===== config.mk =====
export PLATFORM = sky130hd
export DESIGN_NAME = uart_frame_receiver
export DESIGN_NICKNAME = d
export VERILOG_FILES = /design/src/rtl/uart_frame_receiver.sv
export SDC_FILE = /design/constraint.sdc
export NUM_CORES = 1
export LEC_CHECK = 0
export CORE_MARGIN = 1
export CORE_UTILIZATION = 56
export CTS_CLUSTER_SIZE = 14
export DETAILED_ROUTE_END_ITERATION = 10
export PLACE_DENSITY = 0.79
export SYNTH_ARGS = -nofsm -noshare
export SYNTH_HDL_FRONTEND = slang
export SYNTH_SLANG_ARGS = --single-unit

===== constraint.sdc =====
create_clock -name clk_baud_16x -period 2.3 [get_ports clk_baud_16x]
set_clock_uncertainty 0.2 [all_clocks]
set_input_delay 0.46 -clock clk_baud_16x [delete_from_list [all_inputs] [get_ports clk_baud_16x]]
set_output_delay 0.46 -clock clk_baud_16x [all_outputs]
set_load 0.01 [all_outputs]

===== src/rtl/uart_frame_receiver.sv =====
`default_nettype none
// ----------------------------------------------------------------------------
// Module  : uart_frame_receiver
// Brief   : 16x-oversampled UART receiver with 3-sample vote, error/break
//           flags and a valid/ready word output.
// Revision: 1.0
// ----------------------------------------------------------------------------
module uart_frame_receiver #(
  parameter int DATA_BITS = 8,
  parameter int PARITY    = 0,
  parameter int STOP_BITS = 1
) (
  input  logic                 clk_baud_16x,
  input  logic                 reset_n,
  input  logic                 rx,
  input  logic                 rx_enable,
  output logic [DATA_BITS-1:0] recv_data,
  output logic                 recv_valid,
  input  logic                 recv_ready,
  output logic                 recv_parity_error,
  output logic                 recv_framing_error,
  output logic                 recv_break,
  output logic                 recv_overrun,
  output logic                 recv_busy
);

  localparam logic [3:0] c_data_bits = 4'(DATA_BITS);
  localparam logic [3:0] c_last_stop = 4'(STOP_BITS - 1);

  typedef enum logic [2:0] {
    S_IDLE   = 3'd0,
    S_START  = 3'd1,
    S_DATA   = 3'd2,
    S_PARITY = 3'd3,
    S_STOP   = 3'd4,
    S_BREAK  = 3'd5
  } state_t;

  state_t               r_state;
  state_t               w_state_next;
  logic                 r_sync_meta;
  logic                 r_rx_sync;
  logic [3:0]           r_phase;
  logic [3:0]           r_bit_cnt;
  logic                 r_s7;
  logic                 r_s8;
  logic [DATA_BITS-1:0] r_shift;
  logic                 r_perr;
  logic                 r_ferr;
  logic                 r_all_zero;
  logic                 w_frame_end;
  logic                 w_is_break;

  wire w_mid  = (r_phase == 4'd9);
  wire w_end  = (r_phase == 4'd15);
  wire w_vote = (r_s7 & r_s8) | (r_s7 & r_rx_sync) | (r_s8 & r_rx_sync);
  wire w_par_calc = (^r_shift) ^ w_vote;

  always_ff @(posedge clk_baud_16x or negedge reset_n) begin
    if (!reset_n) begin
      r_state <= S_IDLE;
    end else begin
      r_state <= w_state_next;
    end
  end

  always_comb begin
    w_state_next = r_state;
    w_frame_end  = 1'b0;
    w_is_break   = 1'b0;
    case (r_state)
      S_IDLE: begin
        if (rx_enable && !r_rx_sync) w_state_next = S_START;
      end
      S_START: begin
        if (w_mid && w_vote)  w_state_next = S_IDLE;
        else if (w_end)       w_state_next = S_DATA;
      end
      S_DATA: begin
        if (w_end && r_bit_cnt == c_data_bits)
          w_state_next = (PARITY != 0) ? S_PARITY : S_STOP;
      end
      S_PARITY: begin
        if (w_end) w_state_next = S_STOP;
      end
      S_STOP: begin
        // A break is recognised on the first stop bit, even with two stop bits.
        if (w_mid) begin
          if (r_bit_cnt == 4'd0 && r_all_zero && !w_vote) begin
            w_frame_end  = 1'b1;
            w_is_break   = 1'b1;
            w_state_next = S_BREAK;
          end else if (r_bit_cnt == c_last_stop) begin
            w_frame_end  = 1'b1;
            w_state_next = S_IDLE;
          end
        end
      end
      S_BREAK: begin
        if (r_rx_sync) w_state_next = S_IDLE;
      end
      default: w_state_next = S_IDLE;
    endcase
    if (!rx_enable) begin
      w_state_next = S_IDLE;
      w_frame_end  = 1'b0;
      w_is_break   = 1'b0;
    end
  end

  always_ff @(posedge clk_baud_16x or negedge reset_n) begin
    if (!reset_n) begin
      r_sync_meta <= 1'b1;
      r_rx_sync   <= 1'b1;
      r_phase     <= 4'd0;
      r_bit_cnt   <= 4'd0;
      r_s7        <= 1'b1;
      r_s8        <= 1'b1;
      r_shift     <= '0;
      r_perr      <= 1'b0;
      r_ferr      <= 1'b0;
      r_all_zero  <= 1'b1;
    end else begin
      r_sync_meta <= rx;
      r_rx_sync   <= r_sync_meta;
      if (r_phase == 4'd7) r_s7 <= r_rx_sync;
      if (r_phase == 4'd8) r_s8 <= r_rx_sync;
      if (r_state == S_IDLE) begin
        r_phase    <= 4'd0;
        r_bit_cnt  <= 4'd0;
        r_perr     <= 1'b0;
        r_ferr     <= 1'b0;
        r_all_zero <= 1'b1;
      end else begin
        r_phase <= r_phase + 4'd1;
      end
      if (r_state == S_DATA) begin
        if (w_mid) begin
          r_shift    <= {w_vote, r_shift[DATA_BITS-1:1]};
          r_bit_cnt  <= r_bit_cnt + 4'd1;
          r_all_zero <= r_all_zero & ~w_vote;
        end else if (w_state_next != S_DATA) begin
          r_bit_cnt <= 4'd0;
        end
      end
      if (r_state == S_PARITY && w_mid) begin
        r_perr     <= (PARITY == 1) ? ~w_par_calc : w_par_calc;
        r_all_zero <= r_all_zero & ~w_vote;
      end
      if (r_state == S_STOP && w_mid) begin
        r_ferr    <= r_ferr | ~w_vote;
        r_bit_cnt <= r_bit_cnt + 4'd1;
      end
    end
  end

  // Output holding register: a word that finishes while the previous one is
  // still unaccepted is dropped and only recorded as an overrun.
  always_ff @(posedge clk_baud_16x or negedge reset_n) begin
    if (!reset_n) begin
      recv_data          <= '0;
      recv_valid         <= 1'b0;
      recv_parity_error  <= 1'b0;
      recv_framing_error <= 1'b0;
      recv_break         <= 1'b0;
      recv_overrun       <= 1'b0;
    end else if (w_frame_end && (!recv_valid || recv_ready)) begin
      recv_data          <= w_is_break ? '0 : r_shift;
      recv_valid         <= 1'b1;
      recv_parity_error  <= r_perr & ~w_is_break;
      recv_framing_error <= w_is_break | r_ferr | ~w_vote;
      recv_break         <= w_is_break;
      recv_overrun       <= 1'b0;
    end else if (w_frame_end) begin
      recv_overrun <= 1'b1;
    end else if (recv_valid && recv_ready) begin
      recv_valid   <= 1'b0;
      recv_overrun <= 1'b0;
    end
  end

  assign recv_busy = (r_state != S_IDLE);

endmodule
`default_nettype wire


After elaboration in Yosys (flattened, before gate mapping). Index checks and enable logic that the tools add are counted.

Register bits after elaboration: 39. Input port bits: 5. Output and inout port bits: 14.

Add/subtract/negate cells: 2. Eq/ne operators: 12. Muxes and demuxes: 39. Bitwise gates (word level): 13. Reductions and logical operators: 23.

Operators by type and width (count): $mux W3 (10); $mux W4 (6); $mux W1 (21); $pmux W3 S6 (1); $eq A4 B4 Y1 const B (4); $logic_and A1 B1 Y1 (9); $add A4 B1 Y4 const B (2); $mux W8 (1); $reduce_xor A8 Y1 (1); $eq A3 B2 Y1 const B (2); $eq A3 B3 Y1 const B (2); $reduce_bool A2 Y1 (3); $reduce_bool A3 Y1 (2); $and A1 B1 Y1 (5); $or A1 B1 Y1 (5); $eq A4 B3 Y1 const B (1); $logic_not A4 Y1 (1); $reduce_and A2 Y1 (2); $eq A3 B1 Y1 const B (1); $logic_not A1 Y1 (3); $logic_not A3 Y1 (1); $ne A3 B2 Y1 const B (1); $ne A2 B1 Y1 const B (1); $not A1 Y1 (2); 2 further kinds (2).

Logic depth before layout (Yosys ltp).
Depth after elaboration: 14. Gate-level depth with buffers: 8.

Worst setup path after synthesis. No wires, ideal clock.

Path kind: reg2reg. Start: register r_bit_cnt[1]. End: register recv_data[0]. Setup time: 128 ps. Data arrival time: 1722 ps. Setup slack: 250 ps. Stages on the path, launching flop included: 9. Buffers on the path: 1. Clock period less this slack: 2050 ps. Path through: dfrtp_1 inv_1 ha_1 or3b_2 nor4_2 nand3_1 buf_2 nand2_1 o21ai_0.

Word-level cells in the longest chain between the ends: 8. Elaborated cells between the ends (all ways): 14. Classes of those cells: mux: 10; reduce/logical: 4.

RTL lines: from (decl) (RTL line 44) `logic [3:0] r_bit_cnt;`; from (signal assigned) (RTL line 140) `r_bit_cnt <= r_bit_cnt + 4'd1;`; from (signal assigned) (RTL line 152) `r_bit_cnt <= r_bit_cnt + 4'd1;`; $logic_not A4 Y1 * (RTL line 89, 93); $logic_and A1 B1 Y1 (2 in series) (RTL line 89) `if (r_bit_cnt == 4'd0 && r_all_zero && !w_vote) begin`; $mux W1 (RTL line 89); $mux W1 (RTL line 88) `if (w_mid) begin`; $mux W1 (RTL line 71) `case (r_state)`; $mux W1 (RTL line 104) `if (!rx_enable) begin`; $mux W8 / $logic_and A1 B1 Y1 (equally long branches) (RTL line 168, 167); to (signal assigned) (RTL line 168) `recv_data <= w_is_break ? '0 : r_shift;`; to (decl) (RTL line 17) `output logic [DATA_BITS-1:0] recv_data,`.

Every way passes the cells marked *; elsewhere a longest branch is shown, timed or not. A chain may end at the register's enable or synchronous reset.

Final worst setup path.
Start: register r_phase[0]. End: register r_bit_cnt[0].

Word-level cells in the longest chain between the ends: 10. Elaborated cells between the ends (all ways): 17. Classes of those cells: eq/ne: 3; mux: 11; reduce/logical: 3.

RTL lines: from (decl) (RTL line 43) `logic [3:0] r_phase;`; from (signal assigned) (RTL line 135) `r_phase <= r_phase + 4'd1;`; $eq A4 B4 Y1 (on tied branches) (RTL line 55, 54); $mux W3 (tied with other cells) (RTL line 77) `else if (w_end) w_state_next = S_DATA;`; $mux W3 (on tied branches) (RTL line 76, 80); $pmux W3 S6 * (RTL line 71); $mux W3 * (RTL line 104); net w_state_next[1] (RTL line 40) `state_t w_state_next;`; $ne A3 B2 Y1 * (RTL line 142) `end else if (w_state_next != S_DATA) begin`; $mux W4 * (RTL line 142); $mux W4 * (RTL line 138) `if (w_mid) begin`; $mux W4 * (RTL line 137) `if (r_state == S_DATA) begin`; $mux W4 * (RTL line 150) `if (r_state == S_STOP && w_mid) begin`.

Mark *: on every way through the listed nets, which the timed path passes. The rest lies on a longest branch.

==> flow_metrics.env <==
export IMPL_status="complete, no violations"
export IMPL_ir_drop_uv=415
export IMPL_r2r_setup_slack_ns=0.12
export IMPL_vias=1589
export IMPL_tns_ns=0
export IMPL_clk_latency_ns=0.36
export IMPL_numCtsBuffers=5
export IMPL_p_int_uw=1060
export IMPL_power_density_nw_per_um2=555
export IMPL_ys_seq_area_share_pct=49.2
export IMPL_cts_tree="done"
export IMPL_max_clock_path_buffers=2
export IMPL_cts_clk_slew_worst_paths_ns=0.13
export IMPL_port_buffers=18
export IMPL_drt_pass1_iterations=5
export IMPL_ys_flop_type="dfrtp_1"
export IMPL_avgViaCountPerCell=5.65
export IMPL_fp_row_count=21
export IMPL_ff2ff_path_depth=6
export IMPL_dieArea_um2=3810
export IMPL_switching_share_pct=21.4
export IMPL_startpoint_type="flip-flop"
export IMPL_synth_async_reset_ratio_pct=100
export IMPL_antenna_cells=0
export IMPL_syn_inst=204
export IMPL_syn_num_nets=214
export IMPL_ys_types=43
export IMPL_grt_ovfl_total=0
export IMPL_routedWlPerCell_um=15.3
export IMPL_period_share_pct=94.9
export IMPL_rsz0062_at_grt="no"
export IMPL_cp_end_kind="flip-flop"
export IMPL_arrival_ns=2.27
export IMPL_cp_max_fo=5
export IMPL_grt_usage_pct=25.6
export IMPL_die_h_um=61.7
export IMPL_hpwl_um=3070
export IMPL_drive_gt1_share_pct=20.0
export IMPL_syn_area_um2=2000
export IMPL_drt_wl_total_um=4300
export IMPL_die_w_um=61.7
export IMPL_start_util_pct=59.4
export IMPL_crit_type="reg2reg"
export IMPL_min_to="r_rx_sync"
export IMPL_final_hold_violation_count=0
export IMPL_nets=244
export IMPL_finalHoldWorstSlack_ns=0.163
export IMPL_synth_edf_count=0
export IMPL_yosys_warnings=0
export IMPL_hp_start="r_sync_meta"
export IMPL_combinationalPowerShare_pct=5.8
export IMPL_antenna_found_initial=0
export IMPL_crit_reg2reg_launch="r_phase[0]"
export IMPL_fillers=254
export IMPL_gp_congestion=0.869
export IMPL_p_clk_share_pct=42.4
export IMPL_cap_viol_max_count=0
export IMPL_required_ns=2.39
export IMPL_pwr_share_seq_pct=51.8
export IMPL_slew_limit_headroom_pct=69.9
export IMPL_min_path_type="reg2reg"
export IMPL_drcViolationCount=0
export IMPL_final_max_slew_violation_count=0
export IMPL_p_sw_uw=290
export IMPL_utilization_pct=72.4
export IMPL_root_buffer="clkbuf_4"
export IMPL_synth_avg_cell_area_um2=9.79
export IMPL_fin_crit_ns=2.18
export IMPL_area_delta_synth_final_pct=22.0
export IMPL_power_uw=1350
export IMPL_holdPathStages=0
export IMPL_clock_fmax_mhz=458
export IMPL_synth_ff_latch_count=39
export IMPL_drt_iter0_drc=92
export IMPL_grt_pass1_vias=1498
export IMPL_core_um2=3360
export IMPL_grt_max_degree=23
export IMPL_antenna_left=0
export IMPL_power_leakage_uw=0.00106
export IMPL_htree_levels=2
export IMPL_tightestPinTransition_ns=0.451
export IMPL_grt_pass1_wl_um=6880
export IMPL_setup_viol=0
export IMPL_clkSinkCount=39
export IMPL_reg2reg_to="r_bit_cnt[0]"
export IMPL_ios=19
synth_stat cells, drive strengths merged, types with 2 or more instances:
cell	n	area [µm²]
mux2	10	113
a31oi	3	18.8
xor2	2	17.5
a21oi	5	25.0
clkbuf	8	31.3
xnor2	8	70.1
buf	3	15.0
a221oi	2	17.5
o311a	2	20.0
nor2b	5	31.3
ha	5	62.6
dfstp	5	131
or3	2	12.5
nand2b	5	31.3
dfrtp	34	851
o21ai	17	85.1
nand2	30	113
nor2	13	48.8
nand3	7	35.0
a211oi	5	47.5
nand3b	4	30.0
inv	10	37.5
nor3	2	10.0
nor4	3	25.0
cell families (layout without fill, tap and decap cells):
logic type	after synthesis	in the layout	synth area share (%)
multiplexers	11	11	6.14
adder cells (fa/ha/maj)	6	6	3.63
buffers and inverters	21	52	4.20
flip-flops	39	39	49.2
XOR/XNOR	10	10	4.39
AND/OR/NAND/NOR	75	75	18.4
AO/OA/AOI/OAI	42	42	14.0
cells in the final DEF (no fill, tap or decap), drive strengths merged, types with 2 or more instances in the layout:
cell           netlist  final
a221oi               2      2
xnor2                8      8
mux2                10     10
or3                  2      2
a21oi                5      5
bufinv               0      2
ha                   5      5
nand2b               5      5
nand3b               4      4
nor3                 2      2
nand3                7      7
nor2                13     13
nand2               30     30
o311a                2      2
o21ai               17     17
clkbuf               8      6
nor4                 3      3
buf                  3     16
nor2b                5      5
dfrtp               34     34
dfstp                5      5
a31oi                3      3
inv                 10     10
a211oi               5      5
clkdlybuf4s50        0     16
xor2                 2      2
power by group through the flow:
stage               logic [µW]  clock network (µW)  registers [µW]
floorplan                 30.1                   0             712
global placement          66.7                   0             714
detailed placement        70.9                   0             714
CTS                       74.4                 576             701
global route              87.2                 607             701
finish                    78.7                 574             700
worst max-delay path by stage:
stage                   end  slack [ns]    startpoint
2_1_floorplan  recv_data[0]        0.25  r_bit_cnt[1]
3_3_place_gp   r_bit_cnt[0]        0.17    r_phase[0]
3_5_place_dp   r_bit_cnt[0]        0.08    r_phase[0]
4_1_cts           recv_busy       0.003    r_state[0]
5_1_grt        r_bit_cnt[0]       0.008    r_phase[0]
6_report       r_bit_cnt[0]        0.12    r_phase[0]
area by class of cell:
class | count | area, µm² | share of cell area, %
clock inverters | 2 | 60.1 | 2.47
well taps | 46 | 57.6 | 2.36
clock buffers | 6 | 41.3 | 1.69
inverters | 10 | 37.5 | 1.54
multi-input cells | 144 | 955 | 39.2
repair buffers | 34 | 300 | 12.3
flip-flops and latches | 39 | 985 | 40.4
critical path: stages, from the launching register on:
cell and delay (ns):
dfrtp_1 0.43, ha_2 0.24, nand3_1 0.18, or3_1 0.42, a211oi_4 0.31, a21oi_1 0.13, a211oi_2 0.22
per-stage QoR:
step                instances  setup WS [ns]  area [µm²]
floorplan                 204          0.250        2000
global placement          270          0.167        2280
detailed placement        270         0.0796        2280
CTS                       280        0.00346        2410
global route              281        0.00822        2440
finish                    281          0.117        2440
state kept, by name (all words and copies together), names as in the netlist, 3 cells and up:
register   count
r_shift        8
recv_data      8
r_bit_cnt      4
r_phase        4
r_state        3
metal layers:
layer	track usage, %	wire [µm]	vias to the layer above
li1	-	-	765
met1	34.6	1930	754
met2	39.5	2000	59
met3	5.59	276	11
met4	11.7	84	0
met5	0	0	-
repair_timing:
| action | CTS | global route |
|---|---|---|
| hold buffers | 1 | 0 |
| gates cloned | 0 | 0 |
| endpoints found under the hold margin | 16 | 0 |
| gates resized for setup | 2 | 5 |
| setup buffers | 1 | 1 |
| setup endpoints to repair | 1 | 9 |
| pin swaps | 0 | 1 |
Power figures use the tool's default switching activity.
